File: src/rtl/dds_pkg.sv
// Shared encodings for the DDS frequency-sweep controller.
package dds_pkg;

    typedef enum logic [1:0] {
        SWEEP_SINGLE = 2'd0,
        SWEEP_SAW    = 2'd1,
        SWEEP_TRI    = 2'd2,
        SWEEP_RSVD   = 2'd3
    } sweep_mode_e;

    typedef enum logic [1:0] {
        StIdle,
        StDwell,
        StStep,
        StFin
    } sweep_state_e;

endpackage

File: src/rtl/dds_sweep_step.sv
// Clamped next-point computation for the sweep; reverses direction when the
// current word already sits on the endpoint it is heading towards.
module dds_sweep_step #(
    parameter int unsigned FW = 8
) (
    input  logic [FW-1:0] kin,
    input  logic [FW-1:0] step,
    input  logic          dir,
    input  logic [FW-1:0] f_start,
    input  logic [FW-1:0] f_stop,
    output logic [FW-1:0] next,
    output logic          at_end
);

    logic          eff_dir;
    logic [FW:0]   sum;
    logic [FW:0]   diff;

    assign at_end  = dir ? (kin == f_start) : (kin == f_stop);
    assign eff_dir = dir ^ at_end;
    assign sum     = {1'b0, kin} + {1'b0, step};
    assign diff    = {1'b0, kin} - {1'b0, step};

    always_comb begin
        next = kin;
        if (!eff_dir) begin
            next = (sum[FW] || (sum[FW-1:0] >= f_stop)) ? f_stop : sum[FW-1:0];
        end else begin
            // diff[FW] is the borrow out of the subtraction
            next = (diff[FW] || (diff[FW-1:0] <= f_start)) ? f_start : diff[FW-1:0];
        end
    end

endmodule

File: src/rtl/dds_sweep_ctrl.sv
// Frequency-sweep controller driving the DDS frequency word and clock enable.
// Single, sawtooth and triangle sweeps with a programmable dwell per point.
module dds_sweep_ctrl
    import dds_pkg::*;
#(
    parameter int unsigned FW = 8,
    parameter int unsigned CW = 16
) (
    input  logic          clk,
    input  logic          rst,
    input  logic          start,
    input  logic          abort,
    input  logic [1:0]    mode,
    input  logic [FW-1:0] f_start,
    input  logic [FW-1:0] f_stop,
    input  logic [FW-1:0] f_step,
    input  logic [CW-1:0] dwell,
    output logic [FW-1:0] kin_out,
    output logic          ce_out,
    output logic          busy,
    output logic          dir,
    output logic          done,
    output logic          cfg_err
);

    sweep_state_e  state_q;
    sweep_mode_e   mode_q;
    logic [FW-1:0] f_start_q;
    logic [FW-1:0] f_stop_q;
    logic [FW-1:0] f_step_q;
    logic [CW-1:0] dwell_q;
    logic [CW-1:0] cnt_q;
    logic [FW-1:0] kin_q;
    logic          dir_q;
    logic          busy_q;
    logic          ce_q;
    logic          done_q;
    logic          cfg_err_q;

    logic [FW-1:0] step_next;
    logic          at_end;
    logic          cfg_bad;

    assign cfg_bad = (f_step == '0) || (f_stop < f_start) || (mode == SWEEP_RSVD);

    dds_sweep_step #(
        .FW(FW)
    ) u_step (
        .kin    (kin_q),
        .step   (f_step_q),
        .dir    (dir_q),
        .f_start(f_start_q),
        .f_stop (f_stop_q),
        .next   (step_next),
        .at_end (at_end)
    );

    // The step is evaluated on the last dwell cycle, so StStep is never
    // resident and the new word follows the old one without a gap.
    always_ff @(posedge clk) begin
        if (rst) begin
            state_q   <= StIdle;
            mode_q    <= SWEEP_SINGLE;
            f_start_q <= '0;
            f_stop_q  <= '0;
            f_step_q  <= '0;
            dwell_q   <= '0;
            cnt_q     <= '0;
            kin_q     <= '0;
            dir_q     <= 1'b0;
            busy_q    <= 1'b0;
            ce_q      <= 1'b0;
            done_q    <= 1'b0;
            cfg_err_q <= 1'b0;
        end else if (abort) begin
            state_q <= StIdle;
            busy_q  <= 1'b0;
            ce_q    <= 1'b0;
            done_q  <= 1'b0;
        end else begin
            done_q <= 1'b0;
            case (state_q)
                StIdle: begin
                    if (start) begin
                        if (cfg_bad) begin
                            cfg_err_q <= 1'b1;
                        end else begin
                            cfg_err_q <= 1'b0;
                            mode_q    <= sweep_mode_e'(mode);
                            f_start_q <= f_start;
                            f_stop_q  <= f_stop;
                            f_step_q  <= f_step;
                            dwell_q   <= dwell;
                            cnt_q     <= dwell;
                            kin_q     <= f_start;
                            dir_q     <= 1'b0;
                            busy_q    <= 1'b1;
                            ce_q      <= 1'b1;
                            state_q   <= StDwell;
                        end
                    end
                end
                StDwell: begin
                    if (cnt_q != '0) begin
                        cnt_q <= cnt_q - CW'(1);
                    end else if (at_end && (mode_q == SWEEP_SINGLE)) begin
                        busy_q  <= 1'b0;
                        ce_q    <= 1'b0;
                        done_q  <= 1'b1;
                        state_q <= StFin;
                    end else begin
                        cnt_q <= dwell_q;
                        kin_q <= (at_end && (mode_q == SWEEP_SAW)) ? f_start_q : step_next;
                        if (at_end && (mode_q == SWEEP_TRI)) begin
                            dir_q <= ~dir_q;
                        end
                    end
                end
                StFin: begin
                    state_q <= StIdle;
                end
                default: begin
                    state_q <= StIdle;
                    busy_q  <= 1'b0;
                    ce_q    <= 1'b0;
                end
            endcase
        end
    end

    assign kin_out = kin_q;
    assign ce_out  = ce_q;
    assign busy    = busy_q;
    assign dir     = dir_q;
    assign done    = done_q;
    assign cfg_err = cfg_err_q;

endmodule
File: config.mk
export PLATFORM = sky130hd
export DESIGN_NAME = dds_sweep_ctrl
export DESIGN_NICKNAME = d
export VERILOG_FILES = /design/src/rtl/dds_pkg.sv /design/src/rtl/dds_sweep_step.sv /design/src/rtl/dds_sweep_ctrl.sv
export SDC_FILE = /design/constraint.sdc
export NUM_CORES = 1
export LEC_CHECK = 0
export ABC_AREA = 1
export CAP_MARGIN = 0
export CORE_ASPECT_RATIO = 0.9
export CORE_MARGIN = 5
export CORE_UTILIZATION = 45
export DETAILED_ROUTE_END_ITERATION = 12
export MAX_ROUTING_LAYER = met4
export PLACE_DENSITY = 0.7
export SLEW_MARGIN = 20
export SYNTH_ARGS = -nofsm -noshare
export SYNTH_HDL_FRONTEND = slang
export SYNTH_SLANG_ARGS = --single-unit
File: constraint.sdc
create_clock -name clk -period 3 [get_ports clk]
set_input_delay 0.9 -clock clk [delete_from_list [all_inputs] [get_ports clk]]
set_output_delay 0.9 -clock clk [all_outputs]
set_load 0.005 [all_outputs]
==> results.json <==
{
  "status": "finished clean",
  "cts_root_buf": "clkbuf_16",
  "hold_class": "flip-flop to flip-flop",
  "start_kind": "flip-flop",
  "rsz0062_at_grt": "true",
  "clk_latency_ns": 0.35,
  "groute.layer.met1.usage": 0.283,
  "tightest_slew_ns": 0.607,
  "met2_usage": 0.366,
  "drc": 0,
  "n_antenna_cell": 0,
  "seq_area_frac_synth": 0.266,
  "antenna_found_initial": 0,
  "start_util": 0.454,
  "hold_buffers": 0,
  "max-vdd-ir-drop_mv": 0.378,
  "fin_worst_skew_ns": 0.00705,
  "arrival_ns": 3.16,
  "final_cell_area_sq_um": 7230,
  "fp.dieArea_sq_um": 14300,
  "period_share": 0.970,
  "synth.avg_cell_area_sq_um": 6.30,
  "multi_input_area_sq_um": 3750,
  "synth_fp_nets": 949,
  "stdcell_count": 1118,
  "synth_area_sq_um": 5420,
  "final_max_slew_viol_count": 0,
  "layout_common_cells": "195 x nand2_1, 111 x inv_1, 84 x o21ai_0, 70 x nor2_1, 66 x dfxtp_1",
  "synth_edf_count": 0,
  "area_growth_pct": 33.4,
  "hpwl_microns": 11600,
  "die_w_microns": 126,
  "finalCriticalPeriod_ns": 2.91,
  "firstDrtPassIters": 5,
  "avgViaCountPerCell": 5.10,
  "final_common_cell": "nand2_1",
  "clkSinkCount": 72,
  "cpPeakStageDelay_ns": 0.36,
  "vias": 5706,
  "grt_use_total": 0.225,
  "ys_seq_elements": 72,
  "nets": 1042,
  "crit_buf_inv": 5,
  "grt-ovfl-total": 0,
  "timing.critical_path.mode_cell": "nand2_1",
  "powerDensity_nw_per_um2": 536,
  "htreeDepth": 3,
  "worstSetupPathType": "flip-flop to flip-flop",
  "clockBufferDepth": 2,
  "regArea_sq_um": 1450,
  "gr-usage-met3": 0.0550,
  "final-hold-violation-count": 0,
  "worst_ep_required_time_ns": 3.25,
  "ys.flop_type": "dfxtp_1",
  "async_reset_ff_frac": 0,
  "clock.fmax_mhz": 344,
  "fp.coreArea_sq_um": 11900,
  "layout-drive-gt1-share": 0.190,
  "critPathCaptureType": "flip-flop",
  "grt_first_pass_wirelength_microns": 25400,
  "gp_congestion": 0.926,
  "fin_setup_tns_ns": 0,
  "synth_cell_types": 41,
  "grt_pass1_vias": 5263,
  "placed_cells": 1099,
  "cpLargestDelayFamily": "simple AND/OR/NAND/NOR gates",
  "grt_max_degree": 47,
  "ant_nets": 0,
  "ios": 59,
  "path_clk_slew_ns": 0.06,
  "tritoncts": "yes",
  "drt-total-wl_microns": 15800,
  "fp-row-count": 38,
  "drtIter0Drc": 376,
  "finalSetupViolCount": 0,
  "total_leakage_power_nw": 3.35,
  "worstPathMaxFanout": 3,
  "critical-path-slowest-cell": "fa_2",
  "drv_cap": 0,
  "port_buffers": 58,
  "dieHeight_microns": 114,
  "yosysWarningCount": 0,
  "postSynthCellCount": 860,
  "slew_headroom": 0.592,
  "placed_cell_area_sq_um": 6510,
  "cts_inserted_buffers": 9,
  "fill_cells": 1144,
  "top_usage_layer": "met2",
  "wl_per_cell_microns": 14.1
}
[kinds of logic (layout without fill, tap and decap cells)]
group | count (synthesis) | after routing | synth area share
simple gates | 391 | 391 | 0.312
buf+inv | 154 | 252 | 0.115
xor+xnor | 14 | 14 | 0.0226
compound gates | 186 | 186 | 0.182
flops | 72 | 72 | 0.266
fa+ha+maj | 43 | 43 | 0.102
[where the power goes]
part           total (mW)  internal, mW  leakage (nW)  switching [mW]
Clock                1.01         0.559         0.136           0.453
Combinational        1.79         0.770          2.63            1.02
Sequential           1.08          1.02         0.591          0.0545
Total                3.87          2.35          3.35            1.52
[cells in the mapped netlist (4+ instances only)]
master / count / area share
nand2_1: 212 / 0.15
inv_1: 118 / 0.082
o21ai_0: 87 / 0.080
nor2_1: 75 / 0.052
a21oi_1: 72 / 0.067
dfxtp_1: 72 / 0.27
nand3_1: 58 / 0.054
ha_1: 41 / 0.095
clkbuf_1: 22 / 0.015
nor2_2: 11 / 0.013
xor2_1: 11 / 0.018
nor3_1: 10 / 0.0092
o21ai_1: 10 / 0.0092
a22o_1: 6 / 0.0097
buf_2: 6 / 0.0055
nand4_1: 5 / 0.0058
or2_2: 4 / 0.0046
[through the flow]
| step | utilization | worst slack [ns] | hold slack (ns) | power (mW) |
|---|---|---|---|---|
| floorplan | - | 0.215 | 0.420 | 2.05 |
| detailed placement | 0.545 | -0.124 | 0.432 | 2.54 |
| global placement | 0.545 | -0.116 | 0.430 | 2.53 |
| CTS | 0.572 | -0.00839 | 0.441 | 3.60 |
| global route | 0.605 | -0.104 | 0.462 | 4.14 |
| finish | 0.605 | 0.0902 | 0.440 | 3.87 |
[worst min-delay path, delay by kind of cell (launching register included)]
kind / cells / cell delay [ns]
flops: 1 / 0.30
buf+inv: 1 / 0.05
compound gates: 1 / 0.05
[final cells by class]
cell class	instances	share of cell area
repair buffers	115	0.150
flip-flops and latches	72	0.201
well taps	160	0.0277
clock buffers	9	0.0312
multi-input cells	634	0.520
clock inverters	7	0.00623
inverters	121	0.0642
[layer usage]
layer | wire length, microns | vias to the layer above | part of all wire
li1 | - | 2954 | -
met1 | 7070 | 2568 | 0.45
met2 | 7420 | 158 | 0.47
met3 | 1060 | 26 | 0.067
met4 | 242 | 0 | 0.015
met5 | 0 | - | 0
[path summary, 6_finish.rpt]
| path | slack [ns] | endpoint | startpoint | cells after the start |
|---|---|---|---|---|
| max | 0.09 | kin_out[7] | kin_out[0] | 26 |
| min | 0.44 | dwell_q[4] | dwell_q[4] | 2 |
| max reg2reg | 0.09 | kin_out[7] | kin_out[0] | 26 |
| min reg2reg | 0.44 | dwell_q[4] | dwell_q[4] | 2 |
[flip-flops by register name, indices dropped and copies added, names as in the netlist]
name       flops
mode_q         2
f_step_q       8
kin_out        8
f_stop_q       8
f_start_q      8
dwell_q       16
dir            1
state_q        2
cfg_err        1
done           1
ce_out         1
cnt_q         16
[what timing repair did]
item / CTS / global route
endpoints found under the setup margin: 7 / 8
resized for setup: 12 / 90
buffers inserted: 1 / 3
pin swaps: 4 / 37
Power figures use the tool's default switching activity.
